==> src/rtl/sd_spi_master_pkg.sv <==
// sd_spi_master_pkg: FSM state encoding and constants shared by the SD SPI
// master and its optional CRC7 helper.
package sd_spi_master_pkg;

  typedef enum logic [1:0] {
    ST_IDLE = 2'd0,
    ST_LOW  = 2'd1,
    ST_HIGH = 2'd2
  } spi_state_t;

  // MOSI level driven between bytes (card sees all-ones filler)
  localparam logic       SD_IDLE_DOUT = 1'b1;

  // CRC7 generator polynomial x^7 + x^3 + 1 (x^7 implicit)
  localparam logic [6:0] CRC7_POLY    = 7'h09;

endpackage

==> src/rtl/sd_spi_master_crc7.sv <==
// sd_crc7: bit-serial CRC7 accumulator used to build SD command CRC bytes.
// clr has priority over en; the register starts at zero.
module sd_crc7
  import sd_spi_master_pkg::*;
(
  input  logic       clk,
  input  logic       rst,
  input  logic       clr,
  input  logic       en,
  input  logic       bit_in,
  output logic [6:0] crc
);

  logic [6:0] crc_q;
  logic [6:0] crc_d;
  logic       fb;

  // Next CRC: shift in one message bit, fold feedback through the polynomial
  always_comb begin
    crc_d = crc_q;
    fb    = 1'b0;
    if (clr) begin
      crc_d = '0;
    end else if (en) begin
      fb    = bit_in ^ crc_q[6];
      crc_d = {crc_q[5:0], 1'b0} ^ (fb ? CRC7_POLY : 7'h00);
    end
  end

  // CRC register
  always_ff @(posedge clk) begin
    if (rst) crc_q <= '0;
    else     crc_q <= crc_d;
  end

  assign crc = crc_q;

endmodule

==> src/rtl/sd_spi_master.sv <==
// sd_spi_master: byte-wide SPI mode-0 master for the SD card socket.
// Each accepted start shifts one byte out MSB first on sd_dout while shifting
// sd_din in; sd_clk idles low, is raised at the end of each LOW phase (where
// sd_din is sampled) and lowered at the end of each HIGH phase (where the next
// MOSI bit is presented). done is asserted during the last HIGH cycle, and
// rx_data shows the received byte from that cycle onward.
// Optional build macro SD_SPI_CRC7_EN adds crc_clr/crc7 and a CRC7 over the
// transmitted bits.
module sd_spi_master
  import sd_spi_master_pkg::*;
#(
  parameter int DIV = 2
) (
  input  logic       clk,
  input  logic       rst,
  input  logic       start,
  input  logic [7:0] tx_data,
  output logic [7:0] rx_data,
  output logic       busy,
  output logic       done,
  input  logic       cs_wr,
  input  logic       cs_val,
  output logic       sd_cs_n,
  output logic       sd_clk,
  output logic       sd_dout,
  input  logic       sd_din
`ifdef SD_SPI_CRC7_EN
  ,
  input  logic       crc_clr,
  output logic [6:0] crc7
`endif
);

  localparam int             DW       = $clog2(DIV + 1);
  localparam logic [DW-1:0]  DIV_LAST = DW'(DIV - 1);

  spi_state_t    state_q,   state_d;
  logic [DW-1:0] div_q,     div_d;
  logic [2:0]    bit_q,     bit_d;
  logic          sclk_q,    sclk_d;
  logic          dout_q,    dout_d;
  logic          cs_n_q,    cs_n_d;
  logic [7:0]    tx_sh_q,   tx_sh_d;
  logic [7:0]    rx_sh_q,   rx_sh_d;
  logic [7:0]    rx_byte_q, rx_byte_d;
  logic          done_c;

  // Next-state logic: phase timing, bit shifting and CS writes (idle only)
  always_comb begin
    state_d   = state_q;
    div_d     = div_q;
    bit_d     = bit_q;
    sclk_d    = sclk_q;
    dout_d    = dout_q;
    cs_n_d    = cs_n_q;
    tx_sh_d   = tx_sh_q;
    rx_sh_d   = rx_sh_q;
    rx_byte_d = rx_byte_q;
    done_c    = 1'b0;
    case (state_q)
      ST_IDLE: begin
        if (cs_wr) cs_n_d = cs_val;
        if (start) begin
          state_d = ST_LOW;
          div_d   = '0;
          bit_d   = '0;
          tx_sh_d = tx_data;
          dout_d  = tx_data[7];
        end
      end
      ST_LOW: begin
        if (div_q == DIV_LAST) begin
          sclk_d  = 1'b1;
          rx_sh_d = {rx_sh_q[6:0], sd_din};
          div_d   = '0;
          state_d = ST_HIGH;
        end else begin
          div_d = div_q + 1'b1;
        end
      end
      ST_HIGH: begin
        if (div_q == DIV_LAST) begin
          sclk_d = 1'b0;
          div_d  = '0;
          bit_d  = bit_q + 3'd1;
          if (bit_q == 3'd7) begin
            rx_byte_d = rx_sh_q;
            done_c    = 1'b1;
            dout_d    = SD_IDLE_DOUT;
            state_d   = ST_IDLE;
          end else begin
            tx_sh_d = {tx_sh_q[6:0], 1'b0};
            dout_d  = tx_sh_q[6];
            state_d = ST_LOW;
          end
        end else begin
          div_d = div_q + 1'b1;
        end
      end
      default: begin
        state_d = ST_IDLE;
        sclk_d  = 1'b0;
        dout_d  = SD_IDLE_DOUT;
      end
    endcase
  end

  // State and datapath registers; reset aborts any byte in flight
  always_ff @(posedge clk) begin
    if (rst) begin
      state_q   <= ST_IDLE;
      div_q     <= '0;
      bit_q     <= '0;
      sclk_q    <= 1'b0;
      dout_q    <= SD_IDLE_DOUT;
      cs_n_q    <= 1'b1;
      tx_sh_q   <= '0;
      rx_sh_q   <= '0;
      rx_byte_q <= 8'hFF;
    end else begin
      state_q   <= state_d;
      div_q     <= div_d;
      bit_q     <= bit_d;
      sclk_q    <= sclk_d;
      dout_q    <= dout_d;
      cs_n_q    <= cs_n_d;
      tx_sh_q   <= tx_sh_d;
      rx_sh_q   <= rx_sh_d;
      rx_byte_q <= rx_byte_d;
    end
  end

  // The completed byte is already in the shift register during the done cycle
  assign rx_data = done_c ? rx_sh_q : rx_byte_q;
  assign done    = done_c;
  assign busy    = (state_q != ST_IDLE);
  assign sd_cs_n = cs_n_q;
  assign sd_clk  = sclk_q;
  assign sd_dout = dout_q;

`ifdef SD_SPI_CRC7_EN
  // Rising-edge event: the bit on sd_dout is the one the card samples now
  logic bit_rise;
  assign bit_rise = (state_q == ST_LOW) && (div_q == DIV_LAST);

  sd_crc7 u_crc7 (
    .clk    (clk),
    .rst    (rst),
    .clr    (crc_clr),
    .en     (bit_rise),
    .bit_in (dout_q),
    .crc    (crc7)
  );
`endif

endmodule
==> config.mk <==
export PLATFORM = sky130hd
export DESIGN_NAME = sd_spi_master
export DESIGN_NICKNAME = d
export VERILOG_FILES = /design/src/rtl/sd_spi_master_pkg.sv /design/src/rtl/sd_spi_master_crc7.sv /design/src/rtl/sd_spi_master.sv
export SDC_FILE = /design/constraint.sdc
export NUM_CORES = 1
export LEC_CHECK = 0
export CORE_MARGIN = 1
export CORE_UTILIZATION = 54
export CTS_BUF_LIST = sky130_fd_sc_hd__clkbuf_4
export CTS_CLUSTER_DIAMETER = 50
export DETAILED_ROUTE_END_ITERATION = 12
export HOLD_SLACK_MARGIN = 0.06
export PLACE_DENSITY_LB_ADDON = 0.15
export SLEW_MARGIN = 25
export SYNTH_ARGS = -nofsm -noshare
export SYNTH_HDL_FRONTEND = slang
export SYNTH_SLANG_ARGS = --single-unit
==> constraint.sdc <==
create_clock -name clk -period 2.3 [get_ports clk]
set_clock_uncertainty 0.05 [all_clocks]
set_input_delay 0.46 -clock clk [delete_from_list [all_inputs] [get_ports clk]]
set_output_delay 0.46 -clock clk [all_outputs]
set_load 0.01 [all_outputs]
**Word-level counts from Yosys, hierarchy flattened**

Cells that the tools add are included.

- Input port bits: 14
- Flip-flop bits (word level): 33
- Logic and storage cells: 61
- Output and inout bits: 13

- Mux-type cells: 26
- Bitwise gates (word level): 2
- Reduce and logical (&&, ||, !) cells: 14
- Add/sub/neg operators: 2
- Equal/unequal tests: 8

Operator list:

| kind | count |
|---|---|
| $mux 7 | 3 |
| $reduce_and 3->1 | 5 |
| $pmux 7 s2 | 1 |
| $mux 2 | 5 |
| $mux 1 | 9 |
| $mux 8 | 1 |
| $ne 2x2->1 const B | 4 |
| $mux 3 | 2 |
| $pmux 1 s3 | 2 |
| $pmux 2 s3 | 1 |
| $pmux 3 s2 | 1 |
| $reduce_and 2->1 | 3 |
| $reduce_bool 2->1 | 3 |
| $eq 2x1->1 const B | 2 |
| $pmux 2 s2 | 1 |
| $reduce_and 4->1 | 1 |
| $add 3x1->3 const B | 1 |
| $eq 3x3->1 const B | 1 |
| $add 2x1->2 const B | 1 |
| $eq 2x2->1 const B | 1 |
| $logic_not 2->1 | 1 |
| $not 1->1 | 2 |
| $reduce_or 2->1 | 1 |

**Longest topological paths before layout**

Gate-level depths: netlist of the first run.

- Word-level depth: 5
- Depth in mapped cells: 7
- Mapped depth without buffers: 6

**Worst setup path before layout of the first run**

OpenSTA, ideal clock, no wires.

- Kind: register to output
- Start point: register state_q[0]
- End point: output port rx_data[3]
- Data arrival time: 1.239 ns
- Stages on the path, launching flop included: 5
- Setup slack: 0.551 ns
- Data required time: 1.790 ns
- Path buffers: 0
- Path through: dfxtp_1 inv_1 ha_1 nand3_4 mux2_1

- Word-level cells in the longest chain between the ends: 3

Ends and longest elaborated chain:

| item | RTL line | source |
|---|---|---|
| start: declaration | sd_spi_master.sv:37 | `spi_state_t state_q, state_d;` |
| start signal: assignment | sd_spi_master.sv:121 | `state_q <= state_d;` |
| $eq 2x2->1 | sd_spi_master.sv:60 | `case (state_q)` |
| $mux 1 | sd_spi_master.sv:60 |  |
| $mux 8 | sd_spi_master.sv:134 | `assign rx_data = done_c ? rx_sh_q : rx_byte_q;` |
| end: declaration | sd_spi_master.sv:18 | `output logic [7:0] rx_data,` |

No other way between the ends.

**Worst setup path after layout of the first run**

- Start point: register bit_q[0]
- End point: output port rx_data[7]

- Word-level cells in the longest chain between the ends: 5

Ends and longest elaborated chain:

| item | RTL line | source |
|---|---|---|
| start: declaration | sd_spi_master.sv:39 | `logic [2:0] bit_q, bit_d;` |
| start signal: assignment | sd_spi_master.sv:123 | `bit_q <= bit_d;` |
| $eq 3x3->1 | sd_spi_master.sv:86 | `if (bit_q == 3'd7) begin` |
| $mux 1 | sd_spi_master.sv:86 |  |
| $mux 1 | sd_spi_master.sv:82 | `if (div_q == DIV_LAST) begin` |
| $mux 1 | sd_spi_master.sv:60 |  |
| $mux 8 | sd_spi_master.sv:134 |  |

No other way between the ends.

==> results of run 1 <==
==> cell type report <==
type	instances	area (sq um)	area share
tap	31	38.79	0.01915
inverter	5	18.77	0.009265
clock buffer	6	45.04	0.02224
timing repair buffer	32	302.8	0.1495
multi-input combinational	125	918.4	0.4534
clock inverter	2	33.78	0.01668
sequential	33	668.1	0.3298
==> placed cells by master, fill, tap and decap left out, types with 3 or more instances in the layout <==
| master | netlist | routed |
|---|---|---|
| nand2_1 | 12 | 12 |
| nor2_1 | 9 | 9 |
| ha_4 | 0 | 3 |
| dfxtp_1 | 33 | 29 |
| buf_4 | 0 | 6 |
| dfxtp_2 | 0 | 3 |
| inv_1 | 5 | 4 |
| clkdlybuf4s15_2 | 0 | 4 |
| or2_1 | 9 | 9 |
| clkdlybuf4s50_1 | 0 | 17 |
| clkbuf_4 | 0 | 6 |
| o21ai_0 | 11 | 11 |
| nand3_1 | 9 | 9 |
| mux2_4 | 0 | 5 |
| a2bb2oi_1 | 7 | 7 |
| a21oi_1 | 17 | 17 |
| nor2b_1 | 6 | 6 |
| nand2b_1 | 8 | 8 |
==> kinds of logic (layout without fill, tap and decap cells) <==
family / count (synthesis) / count (layout)
buf+inv: 14 / 45
simple gates: 62 / 63
compound gates: 46 / 46
flops: 33 / 33
mux: 10 / 10
fa+ha+maj: 6 / 6
==> timing repair <==
item                                    4_1_cts  5_1_grt
hold endpoints to repair                      0        0
gates cloned                                  1        0
endpoints found under the setup margin       10       10
resized for setup                            35        8
pin swaps                                     1        1
setup buffers                                 0        1
==> flip-flops by register name, indices dropped and copies added (netlist names) <==
register / flops
bit_q: 3
div_q: 2
rx_byte_q: 8
rx_sh_q: 8
sd_clk: 1
sd_cs_n: 1
sd_dout: 1
state_q: 2
tx_sh_q: 7
==> worst register-to-register path: cells and delay by family, from the launching register on <==
family,cells,cell delay (ns)
adder cells (fa/ha/maj),2,0.35
flip-flops,1,0.37
AO/OA/AOI/OAI,2,0.78
AND/OR/NAND/NOR,1,0.18
buffers and inverters,1,0.14
==> worst paths after layout <==
kind                             endpoint  cells after the start  slack, ns
hold reg to reg   rx_sh_q[7]$_SDFFE_PP0P_                      2       0.44
setup / recovery               rx_data[7]                      5       0.05
setup reg to reg  tx_sh_q[2]$_SDFFE_PP0P_                      6       0.38
hold / removal    rx_sh_q[7]$_SDFFE_PP0P_                      2       0.44
==> per-layer routing <==
| metal | part of all wire | wire (um) | vias to the layer above |
|---|---|---|---|
| li1 | - | - | 661 |
| met1 | 0.44 | 1608 | 648 |
| met2 | 0.50 | 1823 | 46 |
| met3 | 0.051 | 189 | 6 |
| met4 | 0.016 | 59 | 0 |
| met5 | 0 | 0 | - |
==> metrics by stage <==
stage	TNS [ns]	hold slack (ns)	power, mW	cells	cell area [sq um]
2_1_floorplan	0	0.3822	0.8646	171	1559
3_3_place_gp	0	0.3975	0.9600	224	1858
3_5_place_dp	0	0.4060	0.9678	224	1858
4_1_cts	-0.002015	0.4240	1.408	233	2003
5_1_grt	0	0.4563	1.472	234	2026
6_report	0	0.4365	1.410	234	2026
==> power by group through the flow <==
stage	Combinational [mW]	Sequential (mW)	Clock [mW]
6_report	0.334	0.640	0.436
5_1_grt	0.364	0.647	0.462
4_1_cts	0.326	0.639	0.442
3_5_place_dp	0.317	0.651	0
3_3_place_gp	0.312	0.648	0
2_1_floorplan	0.218	0.647	0
==> flow_summary.toml, run 1 <==
[outcome]
outcome = "finished clean"

[hold_path]
hold_start = "rx_sh_q[7]$_SDFFE_PP0P_"
hold_class = "flip-flop to flip-flop"

[cells_and_area]
fin_util = 0.7410
final_nets = 222
fillCellCount = 206
antenna_cells = 0
layout-drive-gt1-share = 0.1921
area_growth_pct = 29.94

[critical_path]
crit_top_cell = "ha_4"
cp_max_fo = 5
worst_path_max_delay_cell = "dfxtp_4"
r2r_start = "bit_q[0]$_SDFFE_PP0P_"
end_kind = "primary output"
cp_top_family = "flip-flops"
worstSetupPathType = "flip-flop to primary output"
path_buf_inv = 1
cpPeakStageDelay_ns = 0.37
crit_arrival_ns = 1.74
critPathRequiredTime_ns = 1.79
startpoint_type = "flip-flop"
path_cells = "ha_4 > ha_4 > nand3_4 > mux2_4 > clkdlybuf4s15_2"
crit_start = "bit_q[0]$_SDFFE_PP0P_"

[yosys]
synth_common_cells = "dfxtp_1, a21oi_1, nand2_1"
syn_avg_cell_area_sq_um = 9.117
yosysTopAreaCell = "dfxtp_1"
syn-num-nets = 191
yosys-top-cells-area = "dfxtp_1, a21oi_1, ha_1"
synth_edf_count = 0
synth_top_family_by_area = "simple AND/OR/NAND/NOR gates"
synth-compound-area-share = 0.1990
synth_xor_area_frac = 0
yosysMostFrequentCell = "dfxtp_1"
synth_cells = 171
synthMuxAreaShare = 0.07063
netlist_area_sq_um = 1559
synth_ff_type = "dfxtp_1"
yosysWarnings = 0
ys_types = 34
synth-seq-area-share = 0.4238
ys_async_sr_fraction = 0
ys_ff_latch = 33
yosysTopAreaCellShare = 0.4238
synth_fa_ha_area_frac = 0.04815
synthSimpleGateAreaFrac = 0.2223

[placed_design]
io_buffers = 26
hpwl_um = 2276
pre_cts_ws_ns = 0.007427
gp_congestion = 0.8291

[cts]
cts_tree = "done"
clock_latency_ns = 0.34
hold_buffers = 0
clk_path_buf_depth = 2
clk_pin_slew_ns = 0.10
cts_buffers = 5
cts.sink_count = 33
cts_root_buffer = "clkbuf_4"
cts-htree-levels = 2

[timing]
fin_ws_ns = 0.05027
rsz0062_at_grt = "no"
tightest_slew_ns = 0.4725
max_freq_ghz = 0.4445
fin_crit_ns = 2.250
slew_headroom = 0.6850
setup_viol = 0
post-route-period-util = 0.9781
hold_viol_final = 0
report.final.slew_viol_count = 0

[power]
p_per_area_nw_per_um2 = 696.2
p_clk_frac = 0.309
power.net_switching_uw = 403.1
p_comb_frac = 0.237
swShare = 0.2858
p_leak_nw = 0.7690
ir_worst_vdd_v = 0.0005025
p_int_mw = 1.007
power_frac_seq = 0.454

[global_route]
grt_max_degree = 34
met3_usage = 0.05116
gr-total-overflow = 0
met2_usage = 0.4062
grt.met1_usage = 0.3230
grt_util_all_layers = 0.2538
antenna_found_initial = 0
grt_pass1_vias = 1306
busiest_layer = "met2"
grt_pass1_wl_um = 6044

[floorplan]
die_x_um = 55.73
die_area_sq_um = 3106
start_util = 0.5703
num_rows = 19
io_pins = 27
core_sq_um = 2734
chipHeight_um = 55.73

[route]
vias = 1361
postRouteAntennaNets = 0
drtIter0Drc = 73
wirelength_um = 3679
drt-pass1-iter-count = 4
post_drt_via_cell_ratio = 5.816
wl_per_cell_um = 15.72
drc = 0

[flow_run]
max-cap-violations = 0
No activity file was read; power rests on OpenSTA's default activity.
==> run 2, diff against run 1 <==
==> constraint.sdc (replaced) <==
create_clock -name clk -period 2.3 [get_ports clk]
set_clock_uncertainty 0.05 [all_clocks]
set_input_delay 0.23 -clock clk [delete_from_list [all_inputs] [get_ports clk]]
set_output_delay 0.23 -clock clk [all_outputs]
set_load 0.01 [all_outputs]
==> run 2 against run 1 <==
  * Die area stayed put
  * Design area is 5.3% lower
  * Non-clock buffer count is 3 lower
  * Clock power is 25% lower
  * Combinational power is 4% lower
  * Sequential share of layout area is 1.5 points higher
  * Critical path depth stayed put
  * Sequential power hardly changed
  * Via count is 3.2% lower
  * First-iteration DRC count is 15% lower
  * Register-to-register slack worse by 0.03 ns
==> flow_summary.toml, run 2 (same netlist as run 1, synthesis figures left out) <==
[critical_path]
worst_path_max_delay_cell = "mux2_2"
critPathRequiredTime_ns = 2.02
path_cells = "ha_1 > ha_4 > nand3_2 > mux2_2 > dlygate4sd2_1"
startpoint_type = "flip-flop"
worstSetupPathType = "flip-flop to primary output"
cpPeakStageDelay_ns = 0.36
cp_max_fo = 5
end_kind = "primary output"
path_buf_inv = 1
crit_arrival_ns = 1.90
cp_top_family = "adder cells"
reg2reg_setup_slack_ns = 0.35

[global_route]
met2_usage = 0.3838
met3_usage = 0.06047
grt_util_all_layers = 0.2412
grt_max_degree = 34
gr-total-overflow = 0
grt_pass1_vias = 1240
antenna_found_initial = 0
grt.met1_usage = 0.3092
busiest_layer = "met2"
grt_pass1_wl_um = 5727

[cts]
post_cts_buffers = 0
cts_root_buffer = "clkbuf_4"
clk_path_buf_depth = 2
clock_latency_ns = 0.35
cts.sink_count = 33
cts-htree-levels = 2
hold_buffers = 0
cts_buffers = 5
cts_tree = "done"
clk_pin_slew_ns = 0.11

[floorplan]
start_util = 0.5703
die_area_sq_um = 3106
chipHeight_um = 55.73
num_rows = 19
die_x_um = 55.73
core_sq_um = 2734
io_pins = 27

[timing]
report.final.slew_viol_count = 0
hold_viol_final = 0
max_freq_ghz = 0.4585
fin_crit_ns = 2.181
rsz0062_at_grt = "no"
post-route-period-util = 0.9483
tightest_slew_ns = 0.4464
fin_tns_setup_ns = 0
setup_viol = 0
slew_headroom = 0.7024

[power]
p_leak_nw = 0.6641
ir_worst_vdd_v = 0.0004877
p_per_area_nw_per_um2 = 669.3

[cells_and_area]
top_regs = "rx_byte_q (8), rx_sh_q (8), tx_sh_q (7)"
antenna_cells = 0
final_area_sq_um = 1918
fillCellCount = 223
layout-drive-gt1-share = 0.1200
mostFrequentLayoutCells = "dfxtp_1, clkdlybuf4s50_1, a21oi_1, nand2_1, o21ai_0"
area_growth_pct = 23.03
final_nets = 219
final_common_cell = "dfxtp_1"

[placed_design]
hpwl_um = 2216
io_buffers = 26
placed_area_sq_um = 1843
gp_congestion = 0.8340

[route]
postRouteAntennaNets = 0
wl_per_cell_um = 14.87
post_drt_via_cell_ratio = 5.706
vias = 1318
drc = 0
wirelength_um = 3435
drt-pass1-iter-count = 5
drtIter0Drc = 62

[flow_run]
max-cap-violations = 0

[hold_path]
hold_class = "flip-flop to flip-flop"

[outcome]
outcome = "finished clean"
[run 2: worst paths after layout]
path,depth (start not counted),to,startpoint
setup reg to reg,7,state_q[0]$_SDFFE_PP0P_,state_q[0]$_SDFFE_PP0P_
hold / removal,2,rx_sh_q[7]$_SDFFE_PP0P_,rx_sh_q[7]$_SDFFE_PP0P_
hold reg to reg,2,rx_sh_q[7]$_SDFFE_PP0P_,rx_sh_q[7]$_SDFFE_PP0P_
setup / recovery,5,rx_data[0],bit_q[0]$_SDFFE_PP0P_
[run 2: area by class of cell]
class	count	area [sq um]	area share
flip-flops and latches	33	661.9	0.3451
multi-input cells	125	870.8	0.4540
clock inverters	3	17.52	0.009132
clock buffers	5	37.54	0.01957
well taps	31	38.79	0.02022
inverters	5	18.77	0.009785
repair buffers	29	272.8	0.1422
[run 2: timing repair]
item / 4_1_cts / 5_1_grt
gates resized for setup: 13 / 1
setup endpoints to repair: 8 / 1
pin swaps: 1 / 0
cloned: 1 / 0
[run 2: metal layers]
metal	share of wire	vias up
met1	0.44	620
li1	-	655
met2	0.49	36
met3	0.049	7
met4	0.020	0
met5	0	-
[run 2: metrics by stage]
step | utilization | cells | power, mW | setup slack, ns | hold slack (ns)
2_1_floorplan | - | 171 | 0.8646 | 0.6496 | 0.3331
3_3_place_gp | 0.6741 | 222 | 0.9500 | 0.3081 | 0.3991
3_5_place_dp | 0.6741 | 222 | 0.9566 | 0.2407 | 0.4077
4_1_cts | 0.7007 | 231 | 1.282 | 0.01936 | 0.4234
5_1_grt | 0.7016 | 231 | 1.348 | 0.05768 | 0.4424
6_report | 0.7016 | 231 | 1.284 | 0.1188 | 0.4215
[run 2: worst register-to-register path, cell delays in order (launching register included)]
cell and delay, ns:
dfxtp_2 0.36, inv_1 0.09, ha_2 0.25, buf_4 0.22, inv_1 0.20, o21a_1 0.22
or3_1 0.31, a21oi_1 0.18
[run 2: power breakdown]
part | internal [mW] | total (mW) | switching, mW
clock | 0.115 | 0.325 | 0.210
sequential | 0.616 | 0.639 | 0.0237
combinational | 0.149 | 0.319 | 0.170
==> run 3, diff against run 2 <==
- CORE_MARGIN: 1 -> 4
==> run 3 against run 2 <==
  * First-iteration DRC count down 15%
  * Non-clock buffer count up 3
  * Largest cell class unchanged
  * Core utilization up 0.94 points
  * Critical path depth unchanged
  * Final cell count up 1.3%
  * Critical path type unchanged
  * Design area up 2.2%
  * Register-to-register slack better by 0.04 ns
  * Die area up 23%
  * Routed wire length up 5.1%
  * Flip-flop and latch count unchanged
  * Combinational power up 4%
==> flow_summary.toml, run 3 (same netlist as run 1, synthesis figures left out) <==
[route]
drtIter0Drc = 53
post_drt_via_cell_ratio = 5.829
wl_per_cell_um = 15.42
drc = 0
postRouteAntennaNets = 0
drt-pass1-iter-count = 5
vias = 1364
wirelength_um = 3609

[critical_path]
reg2reg_setup_slack_ns = 0.39
r2r_start = "state_q[1]$_SDFFE_PP0P_"
path_cells = "ha_1 > ha_4 > nand3_2 > mux2_2 > dlygate4sd2_1"
crit_arrival_ns = 1.86
cpPeakStageDelay_ns = 0.36
critPathRequiredTime_ns = 2.02
end_kind = "primary output"
rr_endpoint = "bit_q[1]$_SDFFE_PP0P_"
reg2reg_depth = 6
cp_max_fo = 5
worst_path_max_delay_cell = "mux2_2"
startpoint_type = "flip-flop"
worstSetupPathType = "flip-flop to primary output"

[outcome]
outcome = "finished clean"

[floorplan]
die_area_sq_um = 3811
core_sq_um = 2758
die_x_um = 61.73
chipHeight_um = 61.73
io_pins = 27
start_util = 0.5653
num_rows = 19

[flow_run]
max-cap-violations = 0

[global_route]
grt_pass1_wl_um = 5837
gr-total-overflow = 0
grt_util_all_layers = 0.2099
antenna_found_initial = 0
grt_max_degree = 18
grt_pass1_vias = 1302

[cts]
cts.sink_count = 33
cts_tree = "done"
cts_buffers = 5
cts-htree-levels = 2
clock_latency_ns = 0.34
clk_pin_slew_ns = 0.10
hold_buffers = 0
cts_root_buffer = "clkbuf_4"
clk_path_buf_depth = 2
post_cts_buffers = 0

[cells_and_area]
fillCellCount = 242
ff_latch_area_sq_um = 661.9
area_growth_pct = 25.76
layout-drive-gt1-share = 0.1232
final_area_sq_um = 1961
final_nets = 222
top_regs = "rx_byte_q (8), rx_sh_q (8), tx_sh_q (7)"
antenna_cells = 0
multi_input_area_sq_um = 867.1
final_common_cell = "dfxtp_1"
mostFrequentLayoutCells = "dfxtp_1, clkdlybuf4s50_1, a21oi_1, nand2_1, o21ai_0"

[timing]
fin_crit_ns = 2.141
report.final.slew_viol_count = 0
tightest_slew_ns = 0.5022
rsz0062_at_grt = "no"
hold_viol_final = 0
slew_headroom = 0.6652
fin_tns_setup_ns = 0
hold-worst-slack_ns = 0.4186
max_freq_ghz = 0.4671
setup_viol = 0
post-route-period-util = 0.9308

[power]
p_per_area_nw_per_um2 = 713.9
ir_worst_vdd_v = 0.0005574
p_leak_nw = 0.6936

[hold_path]
hold_start = "sd_din"
min_to = "rx_sh_q[0]$_SDFFE_PP0P_"
min_path_cells = 3
hold_class = "primary input to flip-flop"

[placed_design]
placed_area_sq_um = 1866
io_buffers = 26
hpwl_um = 2486
gp_congestion = 0.8441
run 3: repair_timing:
action                                 in CTS  in global routing
resized for setup                          12                  0
endpoints found under the hold margin       0                  0
setup endpoints to repair                   8                  0
run 3: per-stage QoR:
stage	worst slack, ns	power (mW)	utilization	std cells
after global routing	0.05105	1.466	0.7110	234
after global placement	0.2961	0.9614	0.6765	225
after detailed placement	0.2276	0.9748	0.6765	225
final	0.1591	1.400	0.7110	234
after CTS	0.1376	1.407	0.7110	234
after floorplan	0.6496	0.8646	-	171
run 3: routing by layer:
metal / part of all wire / vias to the layer above / global-route usage
li1: - / 666 / -
met1: 0.44 / 664 / 0.2684
met5: 0 / - / 0
met4: 0.016 / 0 / 0.08788
met2: 0.48 / 28 / 0.3333
met3: 0.055 / 6 / 0.05785
run 3: cell type report:
class / count / share of cell area
Inverter: 5 / 0.009572
Clock inverter: 2 / 0.01723
Multi-Input combinational cell: 125 / 0.4422
Timing Repair Buffer: 32 / 0.1506
Sequential cell: 33 / 0.3376
Clock buffer: 6 / 0.02297
Tap cell: 31 / 0.01978
run 3: worst max-delay path by stage:
stage	cells past startpoint	start	slack, ns	end
after floorplan	5	bit_q[0]$_SDFFE_PP0P_	0.65	tx_sh_q[1]$_SDFFE_PP0P_
after global placement	5	bit_q[0]$_SDFFE_PP0P_	0.30	rx_data[5]
after detailed placement	5	bit_q[0]$_SDFFE_PP0P_	0.23	rx_data[7]
after CTS	5	bit_q[0]$_SDFFE_PP0P_	0.14	done
after global routing	5	bit_q[0]$_SDFFE_PP0P_	0.05	done
final	5	bit_q[0]$_SDFFE_PP0P_	0.16	rx_data[0]
run 3: worst max-delay path, delay by kind of cell, from the launching register on:
kind                     cells  cell delay, ns
flip-flops                   1            0.34
adder cells (fa/ha/maj)      2            0.42
buffers and inverters        1            0.28
AND/OR/NAND/NOR              1            0.12
multiplexers                 1            0.36
run 3: power by group:
group / switching, mW / total, mW / internal [mW]
clock: 0.193 / 0.431 / 0.238
sequential: 0.0227 / 0.638 / 0.616
combinational: 0.176 / 0.331 / 0.154
